## src/rtl/cmp_pkg.sv

```systemverilog
// Shared types for the debounced magnitude comparator: relation code and channel FSM states.
package cmp_pkg;

  // Relation code laid out as {y, z}; NONE means no debounced result yet.
  typedef enum logic [1:0] {
    NONE = 2'b00,
    LT   = 2'b01,
    GT   = 2'b10,
    EQ   = 2'b11
  } rel_t;

  // Per-channel debounce FSM.
  typedef enum logic [1:0] {
    EMPTY   = 2'b00,
    LOCKED  = 2'b01,
    PENDING = 2'b10
  } state_t;

endpackage

```

## src/rtl/cmp_channel.sv

```systemverilog
// One compare channel: classifies A against B, debounces the relation over
// STABLE_CNT consecutive agreeing samples and holds the result in flops.
module cmp_channel
  import cmp_pkg::*;
#(
  parameter int WIDTH      = 8,
  parameter int STABLE_CNT = 3
) (
  input  logic             clk,
  input  logic             reset,
  input  logic             en,
  input  logic             in_valid,
  input  logic [WIDTH-1:0] a,
  input  logic [WIDTH-1:0] b,
  output logic             y,
  output logic             z,
  output logic             changed,
  output logic             locked
);

  localparam int               CNT_W   = $clog2(STABLE_CNT + 1);
  localparam logic [CNT_W-1:0] CNT_MAX = CNT_W'(STABLE_CNT);
  localparam logic [CNT_W-1:0] CNT_ONE = CNT_W'(1);

  state_t           state_reg;
  rel_t             out_reg;
  rel_t             cand_reg;
  logic [CNT_W-1:0] count_reg;
  logic             changed_reg;

  rel_t             sample_rel;
  logic [CNT_W-1:0] count_bump;
  logic             take;

  assign take = en & in_valid;

  // Unsigned relation of the current operands.
  always_comb begin
    if (a > b) begin
      sample_rel = GT;
    end else if (a < b) begin
      sample_rel = LT;
    end else begin
      sample_rel = EQ;
    end
  end

  // Count the sample would produce: extend a matching run (saturating) or restart at one.
  always_comb begin
    count_bump = CNT_ONE;
    if (sample_rel == cand_reg) begin
      count_bump = (count_reg >= CNT_MAX) ? CNT_MAX : count_reg + CNT_ONE;
    end
  end

  // Debounce FSM; the output relation only moves when a candidate completes its run.
  always_ff @(posedge clk) begin
    if (reset) begin
      state_reg   <= EMPTY;
      out_reg     <= NONE;
      cand_reg    <= NONE;
      count_reg   <= '0;
      changed_reg <= 1'b0;
    end else begin
      changed_reg <= 1'b0;
      if (take) begin
        case (state_reg)
          LOCKED: begin
            if (sample_rel != out_reg) begin
              if (CNT_ONE == CNT_MAX) begin
                // Single-sample debounce: a differing sample is already a full run.
                out_reg     <= sample_rel;
                cand_reg    <= sample_rel;
                changed_reg <= 1'b1;
                count_reg   <= '0;
              end else begin
                state_reg <= PENDING;
                cand_reg  <= sample_rel;
                count_reg <= CNT_ONE;
              end
            end
          end
          EMPTY, PENDING: begin
            if (state_reg == PENDING && sample_rel == out_reg) begin
              // Glitch ended: fall back to the held result without a pulse.
              state_reg <= LOCKED;
              count_reg <= '0;
            end else if (count_bump == CNT_MAX) begin
              out_reg     <= sample_rel;
              cand_reg    <= sample_rel;
              changed_reg <= 1'b1;
              state_reg   <= LOCKED;
              count_reg   <= '0;
            end else begin
              cand_reg  <= sample_rel;
              count_reg <= count_bump;
            end
          end
          default: begin
            state_reg <= EMPTY;
            count_reg <= '0;
          end
        endcase
      end
    end
  end

  assign y       = out_reg[1];
  assign z       = out_reg[0];
  assign changed = changed_reg;
  assign locked  = (state_reg == LOCKED);

endmodule

```

## src/rtl/magnitude_compare_hold.sv

```systemverilog
// Array of independent debounced magnitude comparators, one cmp_channel per lane.
module magnitude_compare_hold
  import cmp_pkg::*;
#(
  parameter int WIDTH      = 8,
  parameter int CHANNELS   = 4,
  parameter int STABLE_CNT = 3
) (
  input  logic                      clk,
  input  logic                      reset,
  input  logic                      en,
  input  logic [CHANNELS-1:0]       in_valid,
  input  logic [CHANNELS*WIDTH-1:0] a,
  input  logic [CHANNELS*WIDTH-1:0] b,
  output logic [CHANNELS-1:0]       y,
  output logic [CHANNELS-1:0]       z,
  output logic [CHANNELS-1:0]       changed,
  output logic [CHANNELS-1:0]       locked
);

  // Lane gi uses operand slice [gi*WIDTH +: WIDTH] of a and b.
  for (genvar gi = 0; gi < CHANNELS; gi++) begin : g_chan
    cmp_channel #(
      .WIDTH      (WIDTH),
      .STABLE_CNT (STABLE_CNT)
    ) u_chan (
      .clk      (clk),
      .reset    (reset),
      .en       (en),
      .in_valid (in_valid[gi]),
      .a        (a[gi*WIDTH +: WIDTH]),
      .b        (b[gi*WIDTH +: WIDTH]),
      .y        (y[gi]),
      .z        (z[gi]),
      .changed  (changed[gi]),
      .locked   (locked[gi])
    );
  end

endmodule

```

## config.mk

```make
export PLATFORM = sky130hd
export DESIGN_NAME = magnitude_compare_hold
export DESIGN_NICKNAME = d
export VERILOG_FILES = /design/src/rtl/cmp_pkg.sv /design/src/rtl/cmp_channel.sv /design/src/rtl/magnitude_compare_hold.sv
export SDC_FILE = /design/constraint.sdc
export NUM_CORES = 1
export LEC_CHECK = 0
export BUFFER_PORTS_ARGS = -buffer_cell sky130_fd_sc_hd__clkbuf_2
export CAP_MARGIN = 0
export CORE_UTILIZATION = 37
export DETAILED_ROUTE_END_ITERATION = 6
export PLACE_DENSITY = 0.58
export SYNTH_ARGS = -nofsm -noshare
export SYNTH_HDL_FRONTEND = slang
export SYNTH_SLANG_ARGS = --single-unit
```

## constraint.sdc

```tcl
create_clock -name clk -period 2.5 [get_ports clk]
set_input_delay 0.125 -clock clk [delete_from_list [all_inputs] [get_ports clk]]
set_output_delay 0.125 -clock clk [all_outputs]
set_load 0.1 [all_outputs]
```

Word level (Yosys, flattened, before mapping)
Index checks and enable logic that the tools add are counted.
{ "word_totals": {"reg_bits": 36, "latch_bits": 0, "mem_bits_rw": 0, "mem_bits_ro": 0, "inputBits": 71, "mem_count": 0} }
{ "op_classes": {"n_addsub": 4, "mul": 0, "div_mod_pow": 0, "n_lt_le_gt_ge": 12, "n_eq_ne": 36, "n_shift": 0, "n_mux": 64, "n_bitwise": 16, "n_reduce_logical": 36} }
{ "ops": {"columns": ["operator", "n"], "rows": [
  ["$mux W2", 48],
  ["$pmux W2 S2", 12],
  ["$gt A8 B8 Y1", 4],
  ["$lt A8 B8 Y1", 4],
  ["$reduce_and A4 Y1", 8],
  ["$eq A2 B2 Y1", 8],
  ["$eq A2 B2 Y1 const B", 8],
  ["$ne A2 B2 Y1 const B", 8],
  ["$reduce_or A4 Y1", 4],
  ["$ne A3 B1 Y1 const B", 4],
  ["$not A1 Y1", 12],
  ["$reduce_and A3 Y1", 4],
  ["$add A2 B1 Y2 const B", 4],
  ["$eq A2 B1 Y1 const B", 4],
  ["$ge A2 B2 Y1 const B", 4],
  ["$logic_not A2 Y1", 4],
  ["$ne A2 B2 Y1", 4],
  ["$reduce_and A2 Y1", 4],
  ["$reduce_bool A2 Y1", 4],
  ["$reduce_or A2 Y1", 4],
  ["$and A1 B1 Y1", 4],
  ["$logic_and A1 B1 Y1", 4],
  ["$mux W1", 4]
]} }

Logic depth before layout (Yosys ltp)
Gate-level depths: netlist of run 1.
{ "logic_depth": {"word_depth": 9, "mapped_depth": 11} }

Hierarchy
A second synthesis of run 1 with hierarchy kept.
{ "unflattened": {"cells_unflattened": 412, "hier_area_um2": 3348.2} }
{ "by_module_without_submodules": {"columns": ["mod", "n_inst", "cells_per_inst", "area_per_inst_um2"], "rows": [
  ["cmp_channel", 4, 103, 837.1]
]} }

Least setup slack after synthesis of run 1
No wires, ideal clock.
{ "synth_timing": {"kind": "in2reg", "from": "in b[17]", "to": "reg g_chan[2].u_chan.cand_reg[1]", "arrival_ps": 2209, "required_ps": 2377, "path_slack_ps": 167, "cell_stages": 10, "cell_sequence": "inv_1 -> ha_1 -> nor2b_4 -> o211ai_2 -> a21oi_2 -> a2111oi_4 -> mux2i_1 -> maj3_2 -> nor2_2 -> mux2_1"} }
{ "synth_via": {"elab_chain_cells": 7, "elab_cells_between_ends": 13} }
{ "synth_lines": {"columns": ["item", "line_no", "source"], "rows": [
  ["start, declared", "magnitude_compare_hold.sv:14", "input logic [CHANNELS*WIDTH-1:0] b,"],
  ["$lt A8 B8 Y1", "cmp_channel.sv:41", "end else if (a < b) begin"],
  ["$mux W2", "cmp_channel.sv:41", null],
  ["$mux W2 *", "cmp_channel.sv:39", "if (a > b) begin"],
  ["$eq A2 B2 Y1", "cmp_channel.sv:84", "if (state_reg == PENDING && sample_rel == out_reg) begin"],
  ["$logic_and A1 B1 Y1", "cmp_channel.sv:84", null],
  ["$ne A2 B2 Y1 (no line)", null, null],
  ["$reduce_and A4 Y1 (no line)", null, null],
  ["end signal, assigned", "cmp_channel.sv:78", "cand_reg <= sample_rel;"],
  ["end signal, assigned", "cmp_channel.sv:90", "cand_reg <= sample_rel;"],
  ["end signal, assigned", "cmp_channel.sv:95", "cand_reg <= sample_rel;"],
  ["end, declared", "cmp_channel.sv:27", "rel_t cand_reg;"]
]} }
Mark *: on every way between the ends. The rest lies on a longest branch, timed or not. The select of a mux whose other input is x is not followed.
A chain may end at the register's enable or synchronous reset.

Worst setup path after layout of run 1
Ends and elaborated chain as after synthesis.

==> results of run 1 <==
metal layers:
| layer | track usage | wire length (um) | vias up | share of wire |
|---|---|---|---|---|
| met5 | 0 | 0 | - | 0 |
| met4 | 0.0273 | 42 | 0 | 0.0067 |
| met3 | 0.0287 | 256 | 5 | 0.041 |
| met2 | 0.263 | 2840 | 58 | 0.45 |
| met1 | 0.210 | 3140 | 1248 | 0.50 |
| li1 | - | - | 1484 | - |
cells in the final DEF (no fill, tap or decap), drive strengths merged, types with 3 or more instances in the layout:
master | netlist | layout
a2111oi | 4 | 4
a21o | 3 | 3
a21oi | 23 | 23
a311oi | 4 | 4
a31oi | 3 | 3
and2 | 6 | 6
and4 | 4 | 4
buf | 17 | 16
clkbuf | 6 | 91
dfxtp | 36 | 36
ha | 32 | 32
inv | 40 | 40
mux2 | 8 | 8
mux2i | 9 | 9
nand2 | 26 | 26
nand3 | 7 | 7
nand4 | 9 | 9
nor2 | 35 | 35
nor2b | 15 | 15
nor3 | 3 | 3
nor3b | 3 | 3
nor4b | 3 | 3
o211ai | 8 | 8
o21a | 3 | 3
o21ai | 18 | 18
o311a | 3 | 3
or2 | 3 | 3
xnor2 | 3 | 3
final timing paths:
check	startpoint	endpoint	slack, ps	cells after the start
setup reg to reg	g_chan[0].u_chan.out_reg[1]	g_chan[0].u_chan.out_reg[0]	540	6
hold reg to reg	g_chan[0].u_chan.count_reg[1]	g_chan[0].u_chan.count_reg[1]	500	2
setup / recovery	b[17]	g_chan[2].u_chan.cand_reg[1]	360	11
hold / removal	in_valid[2]	g_chan[2].u_chan.count_reg[0]	220	3
worst register-to-register path: cells and delay by family (launching register included):
kind / cells / cell delay, ps
multiplexers: 1 / 350
AO/OA/AOI/OAI: 2 / 520
AND/OR/NAND/NOR: 2 / 540
flip-flops: 1 / 360
buffers and inverters: 1 / 80
metrics by stage:
step | total power (uW) | cell area [um2] | hold slack (ps) | worst slack, ps | util
global placement | 916 | 3530 | 485 | 78.8 | 0.452
floorplan | 814 | 3030 | 342 | 167 | -
detailed placement | 924 | 3530 | 489 | 58.5 | 0.452
finish | 1430 | 3640 | 215 | 363 | 0.467
global route | 1520 | 3640 | 249 | 137 | 0.467
CTS | 1450 | 3640 | 210 | 362 | 0.467
kinds of logic after synthesis:
kind of cell | after synthesis
multiplexers | 17
flip-flops | 36
XOR/XNOR | 4
AO/OA/AOI/OAI | 89
buffers and inverters | 64
adder cells (fa/ha/maj) | 34
AND/OR/NAND/NOR | 125
area by class of cell:
cell class,instances,area (um2)
clock buffers,5,68.8
clock inverters,3,42.5
fillers,792,4170
inverters,40,150
multi-input cells,269,1980
flip-flops and latches,36,721
well taps,102,128
repair buffers,102,551
power by group:
| group | internal, uW | total (uW) | switching, uW |
|---|---|---|---|
| sequential | 587 | 599 | 12.2 |
| combinational | 154 | 311 | 156 |
| clock | 295 | 518 | 223 |
==> results.md, run 1 <==
Yosys:
- Ranked by instance count, the synthesized netlist is headed by inv_1 (40), dfxtp_1 (36), nor2_1 (34).
- Of the total synthesized cell area, the portion taken by full adders, half adders and majority gates is 0.139.
- Ranked by total cell area, the synthesized netlist is headed by dfxtp_1 (24%), ha_1 (13%), inv_1 (5.0%).
- The synthesized design spends more area on one cell type than any other, namely dfxtp_1.
- The dominant combinational cell family by area after synthesis is compound AO/OA/AOI/OAI gates.
- Synthesis produced a netlist with a net count of between 400 and 500.
- The fraction of synthesis flops using an asynchronous set or reset pin is 0.
- The cell count after synthesis came out at between 300 and 400.
- Summing every instance area after synthesis gives ~3000 um2.
- The number of enable-type register cells in the synthesized netlist is 0.
- Of the total synthesized cell area, the portion taken by AND, OR, NAND and NOR gates is 0.221.
- In this run, synthesis produced a sequential element count of 36.
- In this run, distinct cell masters in the synthesized netlist total 68.
- The synthesized area per cell is ~8 um2.
- Of the synthesized area, sequential elements account for 0.238.
- Measured against the total synthesized area, the mux share comes to 0.0607.
- The total number of yosys warnings is 0.
- The portion of synthesized cell area occupied by the leading cell type is 0.238.
- Of the total synthesized cell area, the portion taken by XOR and XNOR cells is 0.0116.
- In the post-synthesis netlist, the cell with the most instances is inv_1.
- Among all flip-flop cells after synthesis, the most frequent one is dfxtp_1.
- The compound-cell area share of the yosys netlist is 0.222.

STA:
- The relative slew slack is 0.563.
- Setup repair after global routing left no endpoint under its margin.
- Setup violations remaining at the end of the flow were counted as 0.
- The highest attainable clock frequency is between 400 and 500 MHz.
- The total count of max-transition violations in the final report is 0.
- The count of final hold-check violations was 0.
- The clock skew is 7.10 ps.
- Summed over all failing endpoints, the final setup total negative slack is 0 ps.
- Dividing the final minimum period by the clock period gives 0.855.
- The clock period minus worst slack is 2140 ps.
- The slew at the pin closest to its max-slew limit is about 650 ps.

Global routing:
- The remaining global-route overflow is 0.
- The wire length of the first global-routing pass is 11200 um.
- The via count of the first global-routing pass is 2608.
- The global-route usage over all layers is 0.156.
- Entering global routing, the biggest net connects 33 pins.
- The number of antenna violations at the first check in global routing is 0.

CTS:
- The clock drives 36 sinks.
- No sink is reached through more buffers than the 2 on the longest clock path.
- In this run the clock root is driven by a clkbuf_8.
- The number of cells upsized or downsized after cts is 0.
- Clock-pin slew was measured on the worst setup and hold paths at ~80 ps.
- TritonCTS built the clock tree.
- The quantity of hold-fixing buffers added after cts is 0.
- The buffer count from post-CTS setup fixing is 0.
- The H-tree was split into 2 levels.
- The clock latency at the later pin of the worst-skew pair is roughly 290 ps.
- Clock tree synthesis inserted a total of 5 buffers.

Floorplan:
- The die boundary width is 92.5 um.
- The floorplan row count is 32.
- The number of top-level design ports is 87.
- The starting density of the core is 0.388.
- The die outline height is between 90 and 100 um.
- The total area inside the core boundary comes to between 7000 and 8000 um2.
- The area of the die is 8560 um2.

Worst setup path:
- STA classifies the critical path startpoint as a primary input.
- For this run, the slowest stage of the critical path takes 450 ps.
- For the worst setup path, the data required time is roughly 2700 ps.
- Traced cell by cell, the critical path runs through clkbuf_2 > inv_1 > ha_1 > nor2b_4 > o211ai_2 > a21oi_2 > a2111oi_4 > mux2i_1 > maj3_2 > nor2_2 > mux2_1.
- The nature of the critical path endpoint is a flip-flop.
- The buffering stage count on the worst path with inverters included is 2.
- The kind of critical path is primary input to flip-flop.
- The signal arrival time at the worst endpoint is about 2300 ps.
- The standard cell with the maximum stage delay on the critical path is a2111oi_4.
- The cell family contributing the most delay on the critical path is compound AO/OA/AOI/OAI gates.
- Along the worst path, the maximum fanout reaches 4.

Place:
- The final weighted congestion in routability-driven placement is 0.834.
- The number of buffers inserted by port buffering is between 80 and 90.
- The instance count after placement with tap cells included is 549.
- Summed over all nets, the half-perimeter wirelength after detailed placement is 5060 um.

Final layout:
- The count of placed standard cells in the final layout, fillers left out is 557.
- The area growth from synthesis to layout is 20.2%.
- The antenna diode count is 0.
- The fraction of final layout cells sized beyond drive strength 1 is 0.286.
- The net count reported at finish is roughly 560.

Route:
- The pre-antenna-repair detailed-routing pass consisted of 4 iterations.
- The mean number of vias per cell is between 5 and 6.
- The via count is about 2800.
- The count of routing violations after the opening detailed-route iteration is 51.
- The final routed DRC violation total is 0.
- After detailed routing, the average wire length per cell comes to approximately 11 um.
- The total wire length after detailed routing is between 6000 and 7000 um.
- The remaining antenna violation count after routing is 0.

Pwr:
- The largest vdd supply drop is ~180 uV.
- The leakage power total is 0.00171 uW.
- In this run the power density over the cells is ~390 nW/um2.

Run:
- Max-cap violations in this run came to 0.

Status:
- The flow ran to the end, and the final reports show no timing, DRC or antenna violations.

Worst hold path:
- In this run the worst hold path is classified as primary input to flip-flop.
Power figures use the tool's default switching activity.
==> run 2, diff against run 1 <==
--- a/config.mk
+++ b/config.mk
@@ -6,5 +6,5 @@
 export NUM_CORES = 1
 export LEC_CHECK = 0
-export BUFFER_PORTS_ARGS = -buffer_cell sky130_fd_sc_hd__clkbuf_2
+export BUFFER_PORTS_ARGS = -buffer_cell sky130_fd_sc_hd__buf_4
 export CAP_MARGIN = 0
 export CORE_UTILIZATION = 37
==> constraint.sdc (replaced) <==
create_clock -name clk -period 2.5 [get_ports clk]
set_input_delay 0.125 -clock clk [delete_from_list [all_inputs] [get_ports clk]]
set_output_delay 0.125 -clock clk [all_outputs]
set_load 0.02 [all_outputs]
==> run 2 against run 1 <==
Compared with the run above:
- setup slack worse by 70 ps
- sequential share of layout area is 1.0 points lower
- fmax is 3.2% lower
- core utilization is 2.6 points higher
- largest cell class unchanged
- die area stayed put
- highest routed layer unchanged
- register-to-register slack hardly changed
- global-route usage hardly changed
==> results.md, run 2 (synthesis gave the netlist of run 1 again) <==
Worst setup path:
- The number of cells on the worst reg-to-reg path is 6 (unchanged).
- The nature of the critical path endpoint is a flip-flop.
- The signal arrival time at the worst endpoint came to 2400 ps (+80 ps).
- The most numerous cell type found on the critical path is buf_4.
- The delay of the slowest cell on the worst path is 440 ps (about the same).
- The worst flop-to-flop path endpoint is g_chan[0].u_chan.out_reg[0].
- The standard cell with the maximum stage delay on the critical path is a2111oi_4.
- The worst path required time is 2700 ps (+20 ps).
- The startpoint type of the worst setup path is a primary input.
- The worst setup path is of the primary input to flip-flop kind.
- The setup slack of the worst register-to-register path came to 530 ps (about the same).
- Traced cell by cell, the critical path runs through buf_4 > ha_1 > nor2b_4 > o211ai_2 > a21oi_2 > a2111oi_4 > buf_4 > mux2_2 > o211ai_1 > o21ai_0 > a211oi_1.
- The critical-path maximum fanout is 4 (unchanged).
- The origin of the critical flop-to-flop path is g_chan[0].u_chan.out_reg[1].
- The launching element of the worst setup path is a[17].
- The capture point of the critical path is g_chan[2].u_chan.state_reg[0].

STA:
- The total count of max-transition violations in the final report is 0 (unchanged).
- The highest attainable clock frequency came to 453 MHz (-3.2%).
- The clock skew was 7.99 ps (+0.884 ps).
- The final-report setup violation count is 0 (unchanged).
- The final hold slack is 233 ps (+17.4 ps).
- The portion of the clock cycle consumed by the worst path in the final layout is 0.883 (+0.0280).
- The count of final hold-check violations is 0 (unchanged).
- The slew at the pin closest to its max-slew limit is 638 ps (-10.6 ps).
- The clock period minus worst slack is 2210 ps (+70.1 ps).
- Setup repair after global routing left no endpoint under its margin.
- The setup TNS after final layout came to 0 ps (unchanged).
- The relative slew slack came to 0.570 (+0.00717).

Final layout:
- Leaving out fill and tap cells, the most frequent cell in the layout is buf_4.
- The fraction of final layout cells sized beyond drive strength 1 was 0.282 (-0.00378).
- The area growth from synthesis to layout is 26.9%.
- The count of placed standard cells in the final layout, fillers left out is 556 (-0.18%).
- The net count reported at finish is 556 (-0.18%).
- The number of fill cells came to 768 (-3.0%).
- The core occupancy in the finished layout is 0.493 (+0.0261).
- In the layout the commonest cells are buf_4 (101), inv_1 (40), dfxtp_1 (36).
- The antenna diode count is 0 (unchanged).

Route:
- The remaining antenna violation count after routing is 0 (unchanged).
- The via count is 2789 (-0.21%).
- The detail-routed net length per standard cell is 11.5 um (+1.9%).
- The mean number of vias per cell was 5.02 (about the same).
- The total wire length after detailed routing is 6390 um (+1.8%).
- The count of routing violations after the opening detailed-route iteration is 55 (+7.8%).
- The final routed DRC violation total came to 0 (unchanged).
- The iteration count of the initial detailed-routing pass was 4 (unchanged).

Global routing:
- The via count of the first global-routing pass is 2518 (-3.5%).
- The global-route usage over all layers is 0.156 (-0.000402).
- The wire length of the first global-routing pass is 11000 um (-1.5%).
- The number of antenna violations at the first check in global routing was 0 (unchanged).
- The largest net degree at the start of global routing is 34 (+3.0%).
- The remaining global-route overflow is 0 (unchanged).

CTS:
- The number of clock buffers inserted by TritonCTS came to 5 (unchanged).
- The number of sinks on the clock net is 36 (unchanged).
- The quantity of hold-fixing buffers added after cts is 0 (unchanged).
- The clock latency at the later pin of the worst-skew pair is 280 ps (about the same).
- The buffer cell driving the clock tree root is clkbuf_8.
- The H-tree depth reported by CTS was 2 (unchanged).
- The buffer count from post-CTS setup fixing is 0 (unchanged).
- The clock tree from TritonCTS is yes.
- The number of cells upsized or downsized after cts is 0 (unchanged).
- The maximum root-to-sink buffer count is 2 (unchanged).
- The CTS clock-pin slew for the worst setup and hold paths came to 70 ps (about the same).

Pwr:
- The total net switching power came to 378 uW (-3.4%).
- The power per cell area is 375 nW/um2 (-4.2%).
- The largest vdd supply drop is 344 uV (+96%).
- The logic gate share of total power was 0.233 (+0.016).
- The switching portion of total power was 0.262 (-0.0122).
- The internal power contribution is 1070 uW (+2.8%).
- The sequential share of power came to 0.415 (-0.005).
- The clock power share is 0.351 (-0.012).
- The leakage power total came to 0.00176 uW (+3.2%).

Worst hold path:
- The class of the most critical hold timing path is primary input to flip-flop.
- The cell count of the worst hold path was 2 (-1).

Floorplan:
- The number of top-level design ports is 87 (unchanged).
- The area of the die is 8560 um2 (unchanged).
- The die boundary width is 92.5 um (unchanged).
- The starting density of the core is 0.388 (unchanged).
- The core footprint is 7810 um2 (unchanged).
- The floorplan row count is 32 (unchanged).
- The die outline height is 92.5 um (unchanged).

Place:
- The instance count after placement with tap cells included is 548 (-0.18%).
- The detailed placer's ending HPWL is 5140 um (+1.7%).
- The number of buffers inserted by port buffering is 86 (unchanged).
- The final weighted congestion in routability-driven placement is 0.846 (+1.4%).

Run:
- The number of maximum-capacitance constraint violations is 0 (unchanged).

Status:
- The flow ran to the end, and the final reports show no timing, DRC or antenna violations.
run 2: cell types whose count changed in the layout (fill, tap and decap cells not counted), sizes merged:
cell,previous run,this run
clkbuf,91,6
buf,16,101
clkinvlp,1,0
run 2: layout make-up:
cell class	instances	area [um2]	share of cell area
clock buffers	6	72.6	0.0189
well taps	102	128	0.0332
repair buffers	101	758	0.197
clock inverters	2	35.0	0.00911
multi-input cells	269	1980	0.515
inverters	40	150	0.0390
flip-flops and latches	36	721	0.187
run 2: worst min path at each step:
| stage | startpoint | endpoint |
|---|---|---|
| 6_report | reset | g_chan[0].u_chan.changed |
| 2_1_floorplan | reset | g_chan[2].u_chan.cand_reg[1] |
| 3_5_place_dp | g_chan[2].u_chan.count_reg[0] | g_chan[2].u_chan.count_reg[0] |
| 3_3_place_gp | g_chan[0].u_chan.count_reg[1] | g_chan[0].u_chan.count_reg[1] |
| 4_1_cts | reset | g_chan[1].u_chan.out_reg[1] |
| 5_1_grt | reset | g_chan[1].u_chan.out_reg[0] |
run 2: critical path, delay by kind of cell:
family,cells,cell delay [ps]
compound gates,6,1190
mux,1,350
buf+inv,2,310
fa+ha+maj,1,300
simple gates,1,130
run 2: routing by layer:
layer,GRT usage,vias up,share of wire
met4,0.0313,0,0.0048
li1,-,1482,-
met3,0.0296,4,0.036
met1,0.216,1248,0.51
met2,0.251,55,0.45
met5,0,-,0
run 2: stage by stage:
| stage | worst slack, ps | cell area (um2) | power [uW] |
|---|---|---|---|
| 6_report | 293 | 3850 | 1440 |
| 5_1_grt | 7.61 | 3850 | 1540 |
| 4_1_cts | 299 | 3850 | 1470 |
| 3_5_place_dp | 2.43 | 3740 | 953 |
| 3_3_place_gp | 63.7 | 3740 | 946 |
| 2_1_floorplan | 167 | 3030 | 813 |
run 2: power groups by stage:
stage / combinational (uW) / sequential (uW) / clock [uW]
floorplan: 204 / 609 / 0
global placement: 333 / 612 / 0
detailed placement: 340 / 613 / 0
CTS: 342 / 599 / 527
global route: 386 / 602 / 556
finish: 337 / 600 / 508
